**config.mk**
```make
export PLATFORM = sky130hd
export DESIGN_NAME = draw_title
export DESIGN_NICKNAME = d
export VERILOG_FILES = /design/src/rtl/draw_title.sv
export SDC_FILE = /design/constraint.sdc
export NUM_CORES = 1
export LEC_CHECK = 0
export ABC_AREA = 1
export BUFFER_PORTS_ARGS = -buffer_cell sky130_fd_sc_hd__buf_4
export CAP_MARGIN = 20
export CORE_UTILIZATION = 56
export CTS_CLUSTER_DIAMETER = 30
export DETAILED_ROUTE_END_ITERATION = 16
export GPL_ROUTABILITY_DRIVEN = 0
export PLACE_DENSITY = 0.84
export SYNTH_ARGS = -nofsm -noshare
export SYNTH_HDL_FRONTEND = slang
export SYNTH_SLANG_ARGS = --single-unit
```
**constraint.sdc**
```tcl
create_clock -name clk -period 3.23 [get_ports clk]
set_clock_uncertainty 0.1 [all_clocks]
set_input_delay 0.646 -clock clk [delete_from_list [all_inputs] [get_ports clk]]
set_output_delay 0.646 -clock clk [all_outputs]
set_load 0.01 [all_outputs]
```
**src/rtl/draw_title.sv**
```systemverilog
// draw_title: title ROM addressing plus keyed, alpha-blended compositing over background video.
// Define TITLE_FADE_EN for the frame-stepped fade FSM; otherwise the title switches on/off instantly.
module draw_title #(
  parameter int unsigned XPOS        = 112,
  parameter int unsigned YPOS        = 50,
  parameter int unsigned WIDTH       = 800,
  parameter int unsigned HEIGHT      = 131,
  parameter int unsigned ROM_LAT     = 1,
  parameter logic [23:0] KEY_COLOR   = 24'h00FF00,
  parameter int unsigned FADE_FRAMES = 2
) (
  input  logic        clk,
  input  logic        rst,
  input  logic        enable,
  input  logic [10:0] hcount_in,
  input  logic [10:0] vcount_in,
  input  logic        hsync_in,
  input  logic        vsync_in,
  input  logic        hblnk_in,
  input  logic        vblnk_in,
  input  logic [23:0] rgb_in,
  input  logic [23:0] rom_pixel,
  output logic [19:0] rom_addr,
  output logic [10:0] hcount_out,
  output logic [10:0] vcount_out,
  output logic        hsync_out,
  output logic        vsync_out,
  output logic        hblnk_out,
  output logic        vblnk_out,
  output logic [23:0] rgb_out,
  output logic        title_on
);
  localparam int unsigned PW = 51;
  typedef enum logic [1:0] {OFF, FADE_IN, ON, FADE_OUT} state_t;
  state_t state, state_nxt;
  logic [4:0] alpha, alpha_nxt;
  logic in_rect;
  logic [PW-1:0] pipe_a;
  logic [PW-1:0] pipe_d [ROM_LAT];
  logic d_rect, d_hs, d_vs, d_hb, d_vb;
  logic [23:0] d_rgb, mix, rgb_sel;
  logic [10:0] d_hc, d_vc;
  always_comb
    in_rect = 32'(hcount_in) >= XPOS && 32'(hcount_in) < XPOS + WIDTH &&
              32'(vcount_in) >= YPOS && 32'(vcount_in) < YPOS + HEIGHT;
  always_ff @(posedge clk or negedge rst)
    if (!rst) begin
      rom_addr <= '0;
      pipe_a <= '0;
    end else begin
      rom_addr <= in_rect ? 20'((32'(vcount_in) - YPOS) * WIDTH + 32'(hcount_in) - XPOS) : '0;
      pipe_a <= {in_rect, rgb_in, hcount_in, vcount_in, hsync_in, vsync_in, hblnk_in, vblnk_in};
    end
  // Hold timing and background for the ROM read so they line up with rom_pixel.
  always_ff @(posedge clk or negedge rst)
    if (!rst) begin
      for (int i = 0; i < ROM_LAT; i++) pipe_d[i] <= '0;
    end else begin
      pipe_d[0] <= pipe_a;
      for (int i = 1; i < ROM_LAT; i++) pipe_d[i] <= pipe_d[i-1];
    end
  always_comb {d_rect, d_rgb, d_hc, d_vc, d_hs, d_vs, d_hb, d_vb} = pipe_d[ROM_LAT-1];
  function automatic logic [7:0] blend(input logic [7:0] f, input logic [7:0] b, input logic [4:0] a);
    logic [12:0] s;
    s = 13'(f) * 13'(a) + 13'(b) * (13'd16 - 13'(a));
    return s[11:4];
  endfunction
  always_comb begin
    mix = {blend(rom_pixel[23:16], d_rgb[23:16], alpha),
           blend(rom_pixel[15:8], d_rgb[15:8], alpha),
           blend(rom_pixel[7:0], d_rgb[7:0], alpha)};
    rgb_sel = (d_hb || d_vb) ? 24'h0 :
              (!d_rect || rom_pixel == KEY_COLOR || alpha == 5'd0) ? d_rgb : mix;
  end
  always_ff @(posedge clk or negedge rst)
    if (!rst) begin
      {hcount_out, vcount_out, hsync_out, vsync_out, hblnk_out, vblnk_out} <= '0;
      rgb_out <= '0;
    end else begin
      {hcount_out, vcount_out, hsync_out, vsync_out, hblnk_out, vblnk_out} <= {d_hc, d_vc, d_hs, d_vs, d_hb, d_vb};
      rgb_out <= rgb_sel;
    end
  always_ff @(posedge clk or negedge rst)
    if (!rst) begin
      state <= OFF;
      alpha <= '0;
    end else begin
      state <= state_nxt;
      alpha <= alpha_nxt;
    end
`ifdef TITLE_FADE_EN
  localparam int unsigned FW = FADE_FRAMES > 1 ? $clog2(FADE_FRAMES) : 1;
  logic vs_q, tick, step;
  logic [FW-1:0] fcnt;
  always_comb begin
    tick = vsync_in && !vs_q;
    step = tick && 32'(fcnt) == FADE_FRAMES - 1;
  end
  always_ff @(posedge clk or negedge rst)
    if (!rst) begin
      vs_q <= 1'b0;
      fcnt <= '0;
    end else begin
      vs_q <= vsync_in;
      fcnt <= (state_nxt != state || step) ? '0 : tick ? fcnt + 1'b1 : fcnt;
    end
  // An enable change outranks a step landing on the same cycle, keeping alpha within 0..16.
  always_comb begin
    state_nxt = state;
    alpha_nxt = alpha;
    case (state)
      OFF: begin
        alpha_nxt = 5'd0;
        if (enable) state_nxt = FADE_IN;
      end
      FADE_IN:
        if (!enable) state_nxt = FADE_OUT;
        else if (alpha >= 5'd16) state_nxt = ON;
        else if (step) begin
          alpha_nxt = alpha + 5'd1;
          if (alpha == 5'd15) state_nxt = ON;
        end
      ON: begin
        alpha_nxt = 5'd16;
        if (!enable) state_nxt = FADE_OUT;
      end
      FADE_OUT:
        if (enable) state_nxt = FADE_IN;
        else if (alpha == 5'd0) state_nxt = OFF;
        else if (step) begin
          alpha_nxt = alpha - 5'd1;
          if (alpha == 5'd1) state_nxt = OFF;
        end
    endcase
  end
`else
  always_comb begin
    state_nxt = enable ? ON : OFF;
    alpha_nxt = enable ? 5'd16 : 5'd0;
  end
`endif
  always_comb title_on = state == ON;
endmodule

```
== Word-level counts from Yosys, hierarchy flattened ==
Cells that the tools add are included.
Storage, ports and cells
  flip-flop bits (word level): 179
  bits in latches: 0
  RAM bits: 0
  bits in read-only memories: 0
  input bits: 77
  output and inout port bits: 71
  word-level logic and storage cells: 45
  memories: 0
Cells by class
  $add $sub $neg: 7
  $mul: 7
  divide/modulo/power cells: 0
  magnitude comparators: 4
  equal/unequal tests: 2
  shift-type cells: 0
  multiplexer cells: 5
  bitwise logic cells: 0
  reduce and logical (&&, ||, !) cells: 8
Operators with widths (count)
  $mux 24: 2
  $add 12x12->12: 3
  $mul 8x5->12: 3
  $mul 32x5->15 const B: 1
  $mul 8x13->12: 2
  $eq 24x16->1 const B: 1
  $add 20x11->20: 1
  $mux 20: 1
  $sub 20x7->20 const B: 1
  $mul 9x6->12: 1
  $sub 11x6->12 const B: 1
  $ge 11x6->1 const B: 1
  $ge 11x7->1 const B: 1
  $lt 11x10->1 const B: 1
  $lt 11x8->1 const B: 1
  $sub 5x5->6 const A: 1
  $logic_not 5->1: 1
  $mux 5: 1
  $logic_and 1x1->1: 3
  $logic_or 1x1->1: 3
  $eq 2x2->1 const B: 1
  $mux 2: 1
  $logic_not 1->1: 1

== Longest topological paths before layout ==
Gate-level depths: netlist of run 1.
  depth after elaboration: 5
  gate-level depth with buffers: 28
  mapped depth without buffers: 28

== Least setup slack after synthesis of run 1 ==
No wires, ideal clock.
  kind: input -> register
  start point: in vcount_in[1]
  end point: reg rom_addr[18]
  library setup time: 0.077 ns
  arrival time: 4.819 ns
  data required time: 3.053 ns
  slack: -1.766 ns
  stages on the path: 25
  buffers on the path: 0
  cells stage by stage: inv_1 -> ha_1 -> inv_1 -> o21ai_0 -> o21ai_0 -> xor2_1 -> inv_1 -> ha_1 -> ha_1 -> inv_1 -> fa_1 -> inv_1 -> ha_1 -> nand2_1 -> nand2_1 -> a31o_2 -> xor2_1 -> inv_1 -> ha_1 -> inv_1 -> nor3_1 -> nand3_1 -> nand2_1 -> o21ai_0 -> a21oi_1
On the way
  longest elaborated chain between the ends: 5
  elaborated cells between the ends (all ways): 9
  classes of those cells: add/sub (3); mul (1); order compare (2); mux (1); reduce/logical (2)
RTL lines
  start: declaration: RTL line 16  | input logic [10:0] vcount_in,
  $sub 11x6->12: RTL line 51  | rom_addr <= in_rect ? 20'((32'(vcount_in) - YPOS) * WIDTH + 32'(hcount_in) - XPOS) : '0;
  $mul 32x5->15: RTL line 51
  $add 20x11->20: RTL line 51
  $sub 20x7->20: RTL line 51
  $mux 20 *: RTL line 51
  end signal: assignment: RTL line 51
  end: declaration: RTL line 23  | output logic [19:0] rom_addr,
Mark *: on every way between the ends. The rest lies on a longest branch, timed or not.

== Final worst setup path of run 1 ==
Same ends and word-level chain as after synthesis.

==> results of run 1 <==
-- metrics by stage --
step | setup TNS (ns) | instances | setup slack (ns) | power [uW]
3_5_place_dp | -12.61 | 1193 | -1.50 | 6710
3_3_place_gp | -11.68 | 1193 | -1.40 | 6580
6_report | -9.34 | 1241 | -1.31 | 10700
4_1_cts | -6.86 | 1234 | -1.02 | 9530
2_1_floorplan | -8.65 | 799 | -1.26 | 5140
5_1_grt | -10.38 | 1241 | -1.41 | 11200
-- kinds of logic (layout without fill, tap and decap cells) --
logic type,after synthesis,after routing
adders and majority gates,115,115
buffers and inverters,151,409
xor gates and xnor gates,36,36
and+or+nand+nor,215,215
DFF,173,173
muxes,1,1
other,1,12
AOI/OAI and AO/OA,96,96
-- sequential cells by signal, indices dropped and copies added, names as in the netlist --
signal and flops:
pipe_a 51, pipe_d 51, rgb_out 24, rom_addr 20
hcount_out 11, vcount_out 11, hblnk_out 1, hsync_out 1
state 1, vblnk_out 1, vsync_out 1
-- worst reg2reg max path: stages (launching register included) --
cell and delay (ns):
dfrtp_1 0.37, buf_4 0.23, nand2_1 0.10, inv_1 0.05, ha_1 0.28, inv_1 0.06
fa_1 0.42, inv_1 0.07, ha_1 0.19, ha_1 0.16, a21o_1 0.08, a21oi_1 0.07
xnor2_1 0.17, nor2_1 0.07, a211oi_1 0.17
-- metal layers --
metal  track usage [%]  routed length, um  vias to the layer above  part of all wire [%]
li1                  -                  -                     3005                     -
met1              33.3               8700                     3225                    37
met2              48.7              12100                      308                    52
met3              6.72               1280                      116                   5.5
met4              11.9               1240                        0                   5.3
met5                 0                  0                        -                     0
-- timing repair --
item                       CTS  global route
setup endpoints to repair   10            10
pin swaps                   49            41
hold buffers                 0             0
gates resized for setup     52            51
setup buffers                9             7
-- synthesized netlist by cell type (4+ instances only) --
cell type / n
xor2_1: 26
nand2_2: 4
a211oi_2: 16
dfrtp_1: 173
inv_1: 138
clkbuf_1: 4
nor3_1: 4
fa_1: 14
nand2_1: 104
a21oi_1: 32
o21ai_0: 28
nor2_1: 61
a21o_1: 7
xnor2_1: 10
nand3_1: 29
nand4_1: 4
ha_1: 101
-- worst paths after layout --
kind / to / slack, ns / cells after the start
min in group clk: pipe_a[45] / 0.21 / 1
max: rom_addr[18] / -1.31 / 24
max in group asynchronous: pipe_d[1] / 2.09 / 2
min: hsync_out / 0.07 / 1
max reg2reg: rgb_out[23] / 0.53 / 14
min reg2reg: pipe_d[50] / 0.24 / 0
-- power by group through the flow --
stage               registers [uW]  clock network, uW  logic [uW]
detailed placement            2350                  0        4360
CTS                           2310               2030        5190
floorplan                     2360                  0        2780
global route                  2320               2130        6770
finish                        2310               2010        6390
global placement              2340                  0        4240
-- cell type report --
type | count | area [um2] | share of cell area [%]
Sequential cell | 173 | 4330 | 36.6
Tap cell | 184 | 230 | 1.95
Inverter | 139 | 528 | 4.47
Timing Repair Buffer | 238 | 1850 | 15.7
Clock buffer | 18 | 439 | 3.71
Clock inverter | 14 | 148 | 1.25
Multi-Input combinational cell | 475 | 4300 | 36.4
-- layout by cell type, fill, tap and decap left out, types with 3 or more instances in the layout --
master | Yosys | layout
buf_4 | 1 | 228
dfrtp_1 | 173 | 173
inv_1 | 138 | 122
nand2_1 | 104 | 86
ha_1 | 101 | 76
nor2_1 | 61 | 54
ha_4 | 0 | 24
nand3_1 | 29 | 22
a21oi_1 | 32 | 20
o21ai_0 | 28 | 17
clkbuf_16 | 0 | 17
nand2_2 | 4 | 16
a211oi_2 | 16 | 16
inv_2 | 1 | 15
fa_1 | 14 | 14
xor2_1 | 26 | 12
conb_1 | 1 | 12
xor2_2 | 0 | 11
xnor2_1 | 10 | 9
a21oi_2 | 1 | 8
a21o_1 | 7 | 7
buf_6 | 3 | 7
nand2_4 | 0 | 6
nand3_2 | 1 | 6
o21ai_4 | 0 | 5
nor2_2 | 0 | 5
a21oi_4 | 0 | 5
o21ai_1 | 0 | 5
nand4_1 | 4 | 4
nor3_2 | 3 | 3
a211oi_1 | 3 | 3
xor2_4 | 0 | 3
clkinv_8 | 0 | 3
clkinv_4 | 0 | 3
inv_8 | 0 | 3
inv_6 | 0 | 3
buf_12 | 0 | 3
==> results.md, run 1 <==
- Status: finished, violations left
- Failing checks: setup timing
- P_leak: 0.00619 uW
- Port Buffers: 147
- Io pins: 148
- Post-Layout Inst Area: 0.0118 mm2
- DIE HEIGHT: 124 um
- Max Clock Freq: 0.220 GHz
- DR vias/cell: 5.36
- Area share of the largest cell type after synthesis: 51.8%
- Sequential Power Share: 21.6%
- Rows: 44
- TritonRoute pass-1 iters: 5
- CP delay by family, top: adder cells
- Tightest Pin Transition: 0.743 ns
- Synthesized instance count: 788
- Clk sinks: 173
- Clk root buf: clkbuf_16
- Max Slew Vio Count: 0
- Slew HR: 50.4%
- Routed WL: 23300 um
- Combinational Power Share: 59.6%
- Worst-skew pair later-pin latency: 0.44 ns
- Top_reg_cell synth: dfrtp_1
- Initial antenna violation count: 0
- Setup repair after global routing missed its margin: true
- Hold Slack: 0.0660 ns
- Total vias in the final route: 6654
- Net Sw Frac: 40.8%
- Endpoints failing hold: 0
- Critical Path, Cell by Cell: buf_6 -> clkinvlp_4 -> buf_4 -> nand2_4 -> xor2_1 -> ha_4 -> ha_1 -> inv_1 -> fa_1 -> inv_2 -> ha_4 -> nand2_4 -> nand2_4 -> a31oi_4 -> o21ai_4 -> a31o_4 -> xnor2_2 -> ha_4 -> a21oi_2 -> o31ai_4 -> a21oi_1 -> nand2_1 -> o21ai_1 -> a21oi_1
- Sequential-to-total area share from yosys stat: 51.8%
- WL/cell: 18.8 um
- Synth cell types: 37
- Max VDD drop: 1860 uV
- Clock power frac: 18.8%
- CP max-delay cell: fa_1
- Critical path buffers and inverters: 5
- Die W: 124 um
- Max cap viols: 0
- Launch point of the worst path: vcount_in[1]
- CP Capture Type: flop
- Vias in the first global route: 6773
- Synth Area in Adders: 18.5%
- XOR/XNOR Fraction of Synth Area: 3.77%
- Crit path max fanout: 4
- Post-synth top area cell: dfrtp_1
- DP HPWL: 13800 um
- Worst path arrival time: 4.77 ns
- Gr usage total: 28.1%
- Synth Area in Simple Gates: 10.9%
- Critical Path RT: 3.45 ns
- Final Util: 81.3%
- Top cells by area, synth: dfrtp_1 52%, ha_1 15%, inv_1 6.2%
- Startpoint Class: input pin
- Finish-stage setup viols: 10
- Minimum clock period: 4.54 ns
- Switch Pwr: 4370 uW
- Placed Area: 0.0106 mm2
- Core Region: 0.0145 mm2
- Mux contribution to synthesized area: 0.135%
- First-pass GRT wire length: 33500 um
- Layout cells sized above 1: 39.2%
- Largest family of logic cells by synthesized area: adder cells
- Crit Path Class: in2reg
- Period utilisation layout: 141%
- Internal power: 6340 uW
- Initial Utilization: 57.5%
- # H-tree levels: 4
- CTS Buf Count: 17
- Fill cells: 764
- Syn. warnings: 0
- Fraction of registers with async set/reset: 100%
- Min-Delay Path Class: in2async
- Nets: 1236
- Iteration-0 DRC Markers: 460
- Complex-gate fraction of the synthesized area: 7.81%
- Setup ws final: -1.31 ns
- Crit-path max cell delay: 0.50 ns
- Reg-to-Reg Start: state[1]
- Clock buffer depth: 2
- Post-synth EDFFs: 0
- Mean Syn Cell Area: 10.6 um2
- Largest net degree at the start of global routing: 79
- Pwr dens: 906 mW/mm2
- Post-DRT Antenna Nets: 0
- Post-Syn Area: 0.00836 mm2
- Global route total overflow: 0
- DIE AREA: 0.0154 mm2
- TritonCTS clock tree: built
- Antenna Cells: 0
- Synthesis-stage register bit count: 173
- Worst-path clk slew: 0.07 ns
- DRC viols: 0
- P&R area growth vs syn: 41.3%
Power figures use the tool's default switching activity.
==> run 2, diff against run 1 <==
--- a/config.mk
+++ b/config.mk
@@ -13,6 +13,7 @@
 export DETAILED_ROUTE_END_ITERATION = 16
 export GPL_ROUTABILITY_DRIVEN = 0
 export PLACE_DENSITY = 0.84
+export SETUP_SLACK_MARGIN = 0.2
 export SYNTH_ARGS = -nofsm -noshare
 export SYNTH_HDL_FRONTEND = slang
 export SYNTH_SLANG_ARGS = --single-unit
==> run 2 against run 1 <==
  * The run still ends with setup timing left
  * Power rose by 4.4%
  * Clock power barely moved
  * Die area did not move
  * Critical path depth rose by 3
  * Register-to-register slack barely moved
  * Sequential power barely moved
  * Maximum frequency barely moved
  * First-iteration DRC count fell by 25%
  * Routed wire length rose by 3.2%
  * Combinational power rose by 7.0%
  * Largest cell class is now multi-input gates
==> results.md, run 2 (same netlist as run 1, synthesis figures left out) <==
- Global route total overflow: 0 (unchanged)
- Port Buffers: 147 (unchanged)
- Core Region: 0.0145 mm2 (unchanged)
- Critical Path RT: 3.46 ns (about the same)
- Min-Delay Path Class: in2async
- Minimum clock period: 4.54 ns (-0.00325 ns)
- Largest net degree at the start of global routing: 79 (unchanged)
- Max VDD drop: 1880 uV (+1.3%)
- Antenna Cells: 0 (unchanged)
- Hold Slack: 0.0685 ns (+0.00247 ns)
- DR vias/cell: 5.35 (-0.21%)
- Iteration-0 DRC Markers: 344 (-25%)
- Max Clock Freq: 0.220 GHz (about the same)
- Most frequent cells in the layout: 216 x buf_4, 173 x dfrtp_1, 118 x inv_1, 79 x nand2_1, 74 x ha_1
- Setup TNS: -9.27 ns (+0.0711 ns)
- # H-tree levels: 4 (unchanged)
- Placed cell count: 1193 (unchanged)
- Worst path arrival time: 4.77 ns (about the same)
- Initial Utilization: 57.5% (unchanged)
- Startpoint Class: input pin
- Finish-stage setup viols: 10 (unchanged)
- Worst-path clk slew: 0.07 ns (about the same)
- Clk sinks: 173 (unchanged)
- TritonRoute pass-1 iters: 6 (+1)
- CTS Buf Count: 17 (unchanged)
- Clock buffer depth: 2 (unchanged)
- Post-place setup slack: -1.50 ns (unchanged)
- Gr usage total: 27.9% (-0.17 points)
- CTS Hold Bufs: 0 (unchanged)
- Fill cells: 765 (+0.13%)
- Setup repair after global routing missed its margin: true
- Rows: 44 (unchanged)
- Layout cells sized above 1: 41.0% (+1.9 points)
- Commonest non-fill, non-tap cell in the layout: buf_4
- Slew HR: 49.3% (-1.1 points)
- DIE HEIGHT: 124 um (unchanged)
- Finished Layout Cells: 1239 (-0.16%)
- Clk root buf: clkbuf_16
- DP HPWL: 13800 um (unchanged)
- CP max-delay cell: fa_1
- Tightest Pin Transition: 0.761 ns (+0.0172 ns)
- Io pins: 148 (unchanged)
- Failing checks: setup timing
- P_leak: 0.00621 uW (+0.32%)
- Vias in the first global route: 6762 (-0.16%)
- Total vias in the final route: 6629 (-0.38%)
- Crit path max fanout: 4 (unchanged)
- WL/cell: 19.4 um (+3.4%)
- Max cap viols: 0 (unchanged)
- DRC viols: 0 (unchanged)
- Status: finished, violations left
- Post-DRT Antenna Nets: 0 (unchanged)
- TritonCTS clock tree: built
- Routed WL: 24100 um (+3.2%)
- Endpoints failing hold: 0 (unchanged)
- DIE AREA: 0.0154 mm2 (unchanged)
- First-pass GRT wire length: 33200 um (-0.85%)
- Crit Path Class: in2reg
- Worst-skew pair later-pin latency: 0.44 ns (about the same)
- Crit-path max cell delay: 0.52 ns (+0.02 ns)
- Setup ws final: -1.31 ns (+0.00325 ns)
- Period utilisation layout: 141% (about the same)
- P&R area growth vs syn: 43.4%
- Pwr dens: 932 mW/mm2 (+2.9%)
- Die W: 124 um (unchanged)
- Nets: 1234 (-0.16%)
- CP Capture Type: flop
- Top flop regs: pipe_a x51, pipe_d x51, rgb_out x24
- Initial antenna violation count: 0 (unchanged)
- Max Slew Vio Count: 0 (unchanged)
- Most frequent CP cell: ha_4
-- run 2: path summary, 6_finish.rpt --
path	to	slack [ns]	start	cells after the start
hold reg to reg	pipe_d[29]	0.25	pipe_a[29]	0
setup / recovery	rom_addr[17]	-1.31	vcount_in[1]	27
min in group clk	pipe_a[45]	0.20	rgb_in[19]	1
hold / removal	hsync_out	0.07	rst	1
max in group asynchronous	pipe_d[1]	2.07	rst	2
setup reg to reg	rgb_out[5]	0.53	state[1]	8
-- run 2: repair_timing --
item,in CTS,in global routing
endpoints found under the hold margin,0,0
setup buffers,8,6
gates cloned,0,0
setup endpoints to repair,10,11
pin swaps,50,69
gates resized for setup,54,90
-- run 2: per-stage QoR --
stage | util [%] | instance area [um2] | power (uW)
finish | 82.5 | 12000 | 11200
global route | 82.5 | 12000 | 11700
CTS | 79.1 | 11500 | 9560
detailed placement | 72.8 | 10600 | 6710
global placement | 72.8 | 10600 | 6580
floorplan | - | 8710 | 5140
-- run 2: where the power goes --
part	switching, uW	internal (uW)	leakage, uW
sequential	36.7	2270	0.00211
combinational	3620	3220	0.00381
clock	982	1050	0.000286
total	4640	6540	0.00621
-- run 2: critical path, delay by kind of cell --
family,cells,cell delay [ns]
adders and majority gates,6,1.82
AOI/OAI and AO/OA,5,0.81
buffers and inverters,8,0.60
and+or+nand+nor,6,0.54
xor gates and xnor gates,2,0.32
-- run 2: cell type report --
| type | instances | area (um2) | area share [%] |
|---|---|---|---|
| repair buffers | 236 | 1880 | 15.6 |
| flip-flops and latches | 173 | 4330 | 36.1 |
| clock buffers | 18 | 439 | 3.66 |
| clock inverters | 14 | 148 | 1.23 |
| multi-input cells | 475 | 4440 | 37.0 |
| well taps | 184 | 230 | 1.92 |
| inverters | 139 | 531 | 4.42 |
-- run 2: metal layers --
metal	up-vias	part of all wire [%]	track usage, %
met1	3244	38	32.6
met3	105	5.0	7.07
li1	3004	-	-
met5	-	0	0
met4	0	5.4	12.8
met2	276	51	48.2
